**config.mk**
```make
export PLATFORM = sky130hd
export DESIGN_NAME = button_debounce
export DESIGN_NICKNAME = d
export VERILOG_FILES = /design/src/rtl/button_debounce.sv
export SDC_FILE = /design/constraint.sdc
export NUM_CORES = 1
export LEC_CHECK = 0
export ABC_AREA = 1
export CAP_MARGIN = 25
export CORE_ASPECT_RATIO = 0.7
export CORE_MARGIN = 8
export CORE_UTILIZATION = 44
export CTS_BUF_LIST = sky130_fd_sc_hd__clkbuf_16
export CTS_CLUSTER_SIZE = 8
export DETAILED_ROUTE_END_ITERATION = 8
export GPL_TIMING_DRIVEN = 0
export HOLD_SLACK_MARGIN = 0.1
export PLACE_DENSITY_LB_ADDON = 0.15
export SYNTH_ARGS = -nofsm -noshare
export SYNTH_HDL_FRONTEND = slang
export SYNTH_SLANG_ARGS = --single-unit
export TNS_END_PERCENT = 1
```
**constraint.sdc**
```tcl
create_clock -name clk_clk -period 2.2 [get_ports clk_clk]
set_clock_uncertainty 0.1 [all_clocks]
set_input_delay 0.66 -clock clk_clk [delete_from_list [all_inputs] [get_ports clk_clk]]
set_output_delay 0.66 -clock clk_clk [all_outputs]
set_load 0.1 [all_outputs]
```
**src/rtl/button_debounce.sv**
```systemverilog
`default_nettype none
// ============================================================================
// Module   : button_debounce
// Brief    : Per-channel two-flop synchroniser and counter-based debouncer for
//            push-button / switch pins, with registered press/release strobes.
// Revision : 1.0 - initial release
// ============================================================================
module button_debounce #(
    parameter int WIDTH           = 4,
    parameter int DEBOUNCE_CYCLES = 500000,
    parameter int ACTIVE_LOW      = 1
) (
    input  logic             clk_clk,
    input  logic             reset_reset_n,
    input  logic [WIDTH-1:0] raw_in,
    output logic [WIDTH-1:0] debounced_out,
    output logic [WIDTH-1:0] press_pulse,
    output logic [WIDTH-1:0] release_pulse
);

    // Counter only needs to reach DEBOUNCE_CYCLES-1, so it can never wrap.
    localparam int              c_CNT_W    = $clog2(DEBOUNCE_CYCLES);
    localparam logic [c_CNT_W-1:0] c_CNT_MAX = c_CNT_W'(DEBOUNCE_CYCLES - 1);
    localparam logic [c_CNT_W-1:0] c_CNT_ONE = c_CNT_W'(1);
    // Idle (not pressed) pin level; also the reset value of every level flop.
    localparam logic            c_RELEASED = (ACTIVE_LOW != 0) ? 1'b1 : 1'b0;

    typedef enum logic [0:0] {
        ST_IDLE    = 1'b0,
        ST_QUALIFY = 1'b1
    } state_t;

    for (genvar i = 0; i < WIDTH; i++) begin : g_chan
        logic               r_sync1_q;
        logic               r_sync2_q;
        state_t             r_state_q;
        state_t             w_state_d;
        logic [c_CNT_W-1:0] r_cnt_q;
        logic [c_CNT_W-1:0] w_cnt_d;
        logic               r_stable_q;
        logic               w_stable_d;
        logic               r_press_q;
        logic               w_press_d;
        logic               r_release_q;
        logic               w_release_d;

        // Qualify a level change: it must persist for DEBOUNCE_CYCLES
        // consecutive synchronised samples, any bounce restarts the count.
        always_comb begin
            w_state_d  = r_state_q;
            w_cnt_d    = r_cnt_q;
            w_stable_d = r_stable_q;
            case (r_state_q)
                ST_IDLE: begin
                    if (r_sync2_q != r_stable_q) begin
                        w_cnt_d   = c_CNT_ONE;
                        w_state_d = ST_QUALIFY;
                    end
                end
                ST_QUALIFY: begin
                    if (r_sync2_q == r_stable_q) begin
                        w_cnt_d   = '0;
                        w_state_d = ST_IDLE;
                    end else if (r_cnt_q == c_CNT_MAX) begin
                        w_stable_d = r_sync2_q;
                        w_cnt_d    = '0;
                        w_state_d  = ST_IDLE;
                    end else begin
                        w_cnt_d = r_cnt_q + c_CNT_ONE;
                    end
                end
                default: begin
                    w_cnt_d   = '0;
                    w_state_d = ST_IDLE;
                end
            endcase
            // Strobes fire in the same cycle the accepted level appears.
            w_press_d   = (w_stable_d != r_stable_q) && (w_stable_d != c_RELEASED);
            w_release_d = (w_stable_d != r_stable_q) && (w_stable_d == c_RELEASED);
        end

        // Synchroniser, debounce state and registered strobes.
        always_ff @(posedge clk_clk or negedge reset_reset_n) begin
            if (!reset_reset_n) begin
                r_sync1_q   <= c_RELEASED;
                r_sync2_q   <= c_RELEASED;
                r_state_q   <= ST_IDLE;
                r_cnt_q     <= '0;
                r_stable_q  <= c_RELEASED;
                r_press_q   <= 1'b0;
                r_release_q <= 1'b0;
            end else begin
                r_sync1_q   <= raw_in[i];
                r_sync2_q   <= r_sync1_q;
                r_state_q   <= w_state_d;
                r_cnt_q     <= w_cnt_d;
                r_stable_q  <= w_stable_d;
                r_press_q   <= w_press_d;
                r_release_q <= w_release_d;
            end
        end

        assign debounced_out[i] = r_stable_q;
        assign press_pulse[i]   = r_press_q;
        assign release_pulse[i] = r_release_q;
    end

endmodule
`default_nettype wire

```
Word level (Yosys, flattened, before mapping)
Index checks and enable logic that the tools add are counted.

word-level totals
  flip-flop bits (word level) = 100
  input bits = 6
  word-level logic and storage cells = 112

cells by class
  bitwise operators = 8
  equal/unequal tests = 20
  $add $sub $neg = 4
  reductions and logical operators = 8
  multiplexer cells = 44

operators with widths
  kind                   number
  $mux 19                12
  $pmux 19 s2            4
  $add 19x1->19 const B  4
  $eq 19x19->1 const B   4
  $mux 1                 24
  $logic_and 1x1->1      8
  $ne 1x1->1             8
  $ne 2x2->1 const B     4
  $not 1->1              8
  $pmux 1 s2             4
  $eq 1x1->1             4

Depth between registers and ports, before layout
Gate-level depths: netlist of the first run.

  depth after elaboration = 6
  depth in mapped cells = 9
  mapped depth without buffers = 9

Worst setup path after synthesis of the first run
Ideal clock, no wire load.

  path type = register to output
  start = register g_chan[1].r_stable_q
  end = output port debounced_out[1]
  stages on the path, launching flop included = 2
  path buffers = 1
  data arrival time = 818 ps
  slack = 622 ps
  cells stage by stage = dfstp_2 -> buf_4

RTL lines
  item                    RTL line  source
  start, declared         40        logic r_stable_q;
  start signal, assigned  89        r_stable_q <= c_RELEASED;
  start signal, assigned  97        r_stable_q <= w_stable_d;
  end, declared           16        output logic [WIDTH-1:0] debounced_out,

No word-level cell between the ends.

Worst setup path in the final report of the first run
  start = register g_chan[2].r_press_q
  end = output port press_pulse[2]

RTL lines
  item                    RTL line  source
  start, declared         42        logic r_press_q;
  start signal, assigned  98        r_press_q <= w_press_d;
  end, declared           17        output logic [WIDTH-1:0] press_pulse,

No word-level cell between the ends.

==> impl_metrics.tcl, run 1 <==
set metrics [dict create \
    drive_above_1_share 0.130 \
    fmax_ghz 0.482 \
    crit_path_end_kind "primary output" \
    vias 4686 \
    ys_ff_latch 100 \
    pin_count 18 \
    drc 0 \
    overflow 0 \
    post_drt_wl_per_cell_um 12.5 \
    r2r-start "g_chan[3].r_stable_q" \
    cts_max_level 3 \
    synth_xor_area_frac 0.0525 \
    routabilityCongestion 0.874 \
    dr.first_iter.drc_count 337 \
    r2r_slack_ns 0.44 \
    cts_resized 40 \
    cap_violations 0 \
    pwr-share-seq 0.529 \
    postPlaceCellArea_sq_um 6070 \
    yosys_warnings 0 \
    postCtsSetupBuffers 0 \
    worstSetupPathType "reg -> out" \
    critPathArrivalTime_ns 1.32 \
    slew-limit-headroom 0.593 \
    core_area_sq_um 12500 \
    via_per_inst 5.02 \
    clock_latency_ns 0.35 \
    final_cell_mix "213 x nand2_1, 88 x dfrtp_1, 84 x inv_1" \
    swShare 0.250 \
    port_buffers 17 \
    rsz0062_at_grt "no" \
    grt_max_degree 56 \
    antenna_found_initial 0 \
    yosys-top-cells-area "dfrtp_1 39%, nand2_1 14%, nand3_1 5.7%, dfstp_2 5.6%, inv_1 5.6%" \
    power_leakage_nw 2.82 \
    drtAntennaViolNets 0 \
    crit_fanout 1 \
    fp.dieH_um 111 \
    synth_mux_area_frac 0 \
    rr_worst_depth 6 \
    antenna_cells 0 \
    hold_buffers 0 \
    r2r_end "g_chan[3].r_cnt_q[7]" \
    p_sw_mw 0.916 \
    critPathRequiredTime_ns 1.44 \
    syn_to_final_growth_pct 11.5 \
    syn-cell-area_sq_um 5670 \
    crit_path_start_kind "flop" \
    synth_area_per_cell_sq_um 7.69 \
    max-vdd-ir-drop_mv 0.398 \
    status "complete, no violations" \
    wirelength_um 11700 \
    synthSimpleGateAreaFrac 0.328 \
    fill_cells 1219 \
    path_clk_slew_ns 0.07 \
    initial_core_util 0.453 \
    cts_buffer_depth 2 \
    layout_commonest_cell "nand2_1" \
    grt_pass1_wl_um 20600 \
    finalSetupViolations 0 \
    synth_cell_type_count 37 \
    synthAdderAreaFrac 0.00883 \
    syn_nets 747 \
    firstDrtPassIters 5 \
    combPwrFrac 0.063 \
    die_w_um 152 \
    synth_top_area_share 0.388 \
    synthCells 737 \
    numCtsBuffers 9 \
    hold_viol 0 \
    hold_class "in -> async" \
    min_period_ns 2.08 \
    tightest_slew_ns 0.611 \
    synth_top_family_by_area "simple AND/OR/NAND/NOR gates" \
    grt_pass1_vias 4374 \
    synth_compound_area_frac 0.0816 \
    grtUsageTotal 0.148 \
    drv_slew 0 \
    rows 34 \
    tritoncts "yes" \
    p_total_mw 3.66 \
    clock_sinks 100 \
    dpl.hpwl_um 8530 \
    p_int_mw 2.74 \
    dieArea_sq_um 16800 \
    fin_crit_sh 0.944 \
    clockPowerShare 0.409 \
    final_net_count 776 \
    final_area_sq_um 6320 \
    seq_area_frac_synth 0.444 \
    p_per_area_nw_per_um2 578 \
    synth_top_area_cell "dfrtp_1" \
    cts_root_buf "clkbuf_16" \
]
## synthesized netlist by cell type (all sizes together)
master,count
a21boi,2
a21o,1
a21oi,4
buf,20
clkinv,2
dfrtp,88
dfstp,12
ha,4
inv,87
nand2,223
nand3,68
nand3b,3
nand4,11
nor2,87
nor3,20
o211ai,3
o21ai,36
o21bai,6
o22ai,24
or2,2
xnor2,3
xor2,31
## worst max path at each step
stage	from	to	cells past startpoint
floorplan	g_chan[1].r_stable_q	debounced_out[1]	1
finish	g_chan[2].r_press_q	press_pulse[2]	2
global placement	reset_reset_n	g_chan[0].r_cnt_q[16]	1
detailed placement	g_chan[1].r_stable_q	debounced_out[1]	2
CTS	g_chan[2].r_press_q	press_pulse[2]	2
global route	g_chan[2].r_press_q	press_pulse[2]	2
## routing by layer
layer | wire length (um) | global-route usage | part of all wire | vias to the layer above
met4 | 154 | 0.0443 | 0.013 | 0
met1 | 5950 | 0.214 | 0.51 | 2180
met5 | 0 | 0 | 0 | -
met3 | 544 | 0.0367 | 0.047 | 16
li1 | - | - | - | 2413
met2 | 5040 | 0.212 | 0.43 | 77
## worst max-delay path: stages (launching register included)
cell and delay (ns):
dfrtp_1 0.33, buf_4 0.10, clkdlybuf4s15_2 0.54
## logic make-up (layout without fill, tap and decap cells)
logic type,count (synthesis),count (layout)
flops,100,100
compound gates,76,76
simple gates,414,414
xor+xnor,34,34
fa+ha+maj,4,4
buf+inv,109,143
## registers in the layout, summed over array words and instances (netlist names)
signal / flops
g_chan.r_cnt_q: 76
g_chan.r_press_q: 4
g_chan.r_release_q: 4
g_chan.r_stable_q: 4
g_chan.r_state_q: 4
g_chan.r_sync1_q: 4
g_chan.r_sync2_q: 4
## power by group through the flow
stage / Combinational, mW / Clock, mW / Sequential, mW
3_3_place_gp: 0.228 / 0 / 1.97
2_1_floorplan: 0.143 / 0 / 1.96
5_1_grt: 0.265 / 1.62 / 1.94
6_report: 0.230 / 1.49 / 1.93
4_1_cts: 0.238 / 1.56 / 1.93
3_5_place_dp: 0.236 / 0 / 1.97
## stage by stage
stage / hold WS, ns / utilization / setup WS, ns / TNS (ns) / cells
after floorplan: 0.245 / - / 0.622 / 0 / 737
final: 0.217 / 0.505 / 0.124 / 0 / 933
after global routing: 0.261 / 0.505 / 0.0611 / 0 / 933
after global placement: 0.246 / 0.483 / -3.60 / -345.77 / 916
after CTS: 0.236 / 0.505 / 0.0975 / 0 / 933
after detailed placement: 0.248 / 0.485 / -0.333 / -1.90 / 917
## layout make-up
cell class | instances | area [sq um] | area share
clock buffer | 9 | 225 | 0.0356
clock inverter | 7 | 52.6 | 0.00832
inverter | 89 | 334 | 0.0529
buffer | 20 | 150 | 0.0238
timing repair buffer | 18 | 169 | 0.0267
tap | 162 | 203 | 0.0321
multi-input combinational | 528 | 2670 | 0.422
sequential | 100 | 2520 | 0.398
Note: power is estimated with default switching activity, not from simulation.
==> run 2: changes to the inputs <==
--- a/config.mk
+++ b/config.mk
@@ -16,7 +16,8 @@
 export GPL_TIMING_DRIVEN = 0
 export HOLD_SLACK_MARGIN = 0.1
 export PLACE_DENSITY_LB_ADDON = 0.15
+export SLEW_MARGIN = 30
 export SYNTH_ARGS = -nofsm -noshare
 export SYNTH_HDL_FRONTEND = slang
 export SYNTH_SLANG_ARGS = --single-unit
-export TNS_END_PERCENT = 1
+export TNS_END_PERCENT = 50
==> impl_metrics.tcl, run 2 (synthesis gave the netlist of run 1 again) <==
set metrics [dict create \
    status "complete, no violations" \
    vias 4724 \
    grt_pass1_vias 4401 \
    cap_violations 0 \
    drv_slew 0 \
    fin_crit_sh 0.971 \
    port_buffers 17 \
    fill_cells 1234 \
    rows 34 \
    tightest_slew_ns 0.547 \
    min_period_ns 2.14 \
    cts_buffer_depth 2 \
    slew-limit-headroom 0.637 \
    critPathArrivalTime_ns 1.38 \
    final_area_sq_um 6340 \
    largest_reg_flops 76 \
    final_util 0.507 \
    postPlaceCellArea_sq_um 6070 \
    via_per_inst 5.06 \
    finalSetupViolations 0 \
    clock_latency_ns 0.34 \
    p_per_area_nw_per_um2 592 \
    drive_above_1_share 0.127 \
    grt_pass1_wl_um 20700 \
    antenna_cells 0 \
    hold_class "in -> async" \
    worstSetupPathType "reg -> out" \
    regMostFlops "g_chan.r_cnt_q" \
    core_area_sq_um 12500 \
    crit_path_start_kind "flop" \
    max-vdd-ir-drop_mv 0.428 \
    post_drt_wl_per_cell_um 12.7 \
    multi_input_area_sq_um 2670 \
    final_net_count 776 \
    path_clk_slew_ns 0.07 \
    firstDrtPassIters 5 \
    cts_max_level 3 \
    hold_viol 0 \
    wirelength_um 11900 \
    fp.dieH_um 111 \
    grtUsageTotal 0.148 \
    dr.first_iter.drc_count 279 \
    final_cell_mix "213 x nand2_1, 88 x dfrtp_1, 85 x inv_1" \
    drtAntennaViolNets 0 \
    critPathRequiredTime_ns 1.44 \
    tritoncts "yes" \
    grt_max_degree 52 \
    syn_to_final_growth_pct 11.8 \
    layout_commonest_cell "nand2_1" \
    clock_sinks 100 \
    worst_slack_ns 0.0633 \
    power_leakage_nw 2.83 \
    die_w_um 152 \
    overflow 0 \
    drc 0 \
    fmax_ghz 0.468 \
    place_ws_ns -0.335 \
    numCtsBuffers 9 \
    initial_core_util 0.453 \
    dpl.hpwl_um 8620 \
    regArea_sq_um 2520 \
    antenna_found_initial 0 \
    crit_fanout 2 \
    dieArea_sq_um 16800 \
    pin_count 18 \
    routabilityCongestion 0.874 \
    crit_path_end_kind "primary output" \
    cts_root_buf "clkbuf_16" \
    rsz0062_at_grt "no" \
]
-- run 2: cell count changes in the layout (fill, tap and decap cells not counted), sizes merged --
cell | before | now
clkdlybuf4s15 | 1 | 2
inv | 88 | 89
bufinv | 0 | 1
buf | 33 | 32
clkinv | 7 | 5
-- run 2: worst max-delay path, stage by stage, from the launching register on --
cell and delay (ns):
dfstp_2 0.53, buf_4 0.09, buf_2 0.41
-- run 2: repair_timing --
action,CTS,global route
setup endpoints to repair,12,0
resized for setup,44,0
buffers inserted,0,0
hold buffers,0,0
-- run 2: routing by layer --
layer  track usage  vias to the layer above  share of wire
li1              -                     2412              -
met1         0.213                     2219           0.51
met2         0.219                       83           0.44
met3        0.0347                       10          0.044
met4        0.0358                        0         0.0078
met5             0                        -              0
-- run 2: final timing paths --
path | cells after the start | slack, ns | startpoint | to
max | 2 | 0.06 | g_chan[3].r_stable_q | debounced_out[3]
min | 1 | 0.15 | reset_reset_n | g_chan[1].r_cnt_q[2]
max reg2reg | 8 | 0.46 | g_chan[3].r_cnt_q[0] | g_chan[3].r_cnt_q[18]
min reg2reg | 0 | 0.26 | g_chan[2].r_sync1_q | g_chan[2].r_sync2_q
max in group asynchronous | 2 | 1.18 | reset_reset_n | g_chan[0].r_sync2_q
min in group clk_clk | 0 | 0.26 | g_chan[2].r_sync1_q | g_chan[2].r_sync2_q
-- run 2: per-stage QoR --
stage | hold WS, ns | setup TNS (ns) | cells | total power, mW
2_1_floorplan | 0.245 | 0 | 737 | 2.10
3_3_place_gp | 0.246 | -345.77 | 916 | 2.19
3_5_place_dp | 0.247 | -1.90 | 917 | 2.21
4_1_cts | 0.168 | 0 | 933 | 3.82
6_report | 0.152 | 0 | 933 | 3.75
5_1_grt | 0.182 | 0 | 933 | 3.92
-- run 2: report_power, final --
part	internal, mW	total, mW	switching [mW]
sequential	1.89	1.93	0.0451
clock	0.879	1.58	0.706
combinational	0.0794	0.233	0.154
-- run 2: area by class of cell --
cell class                 instances  share of cell area
timing repair buffer              18              0.0270
clock inverter                     7              0.0107
multi-input combinational        528               0.421
tap                              162              0.0320
sequential                       100               0.397
inverter                          89              0.0527
clock buffer                       9              0.0355
buffer                            20              0.0237
==> run 3: changes to the inputs <==
--- a/config.mk
+++ b/config.mk
@@ -6,7 +6,6 @@
 export NUM_CORES = 1
 export LEC_CHECK = 0
 export ABC_AREA = 1
-export CAP_MARGIN = 25
 export CORE_ASPECT_RATIO = 0.7
 export CORE_MARGIN = 8
 export CORE_UTILIZATION = 44
==> results of run 3 <==
Same layout as run 2: the final DEF is identical, and so are final timing and power.
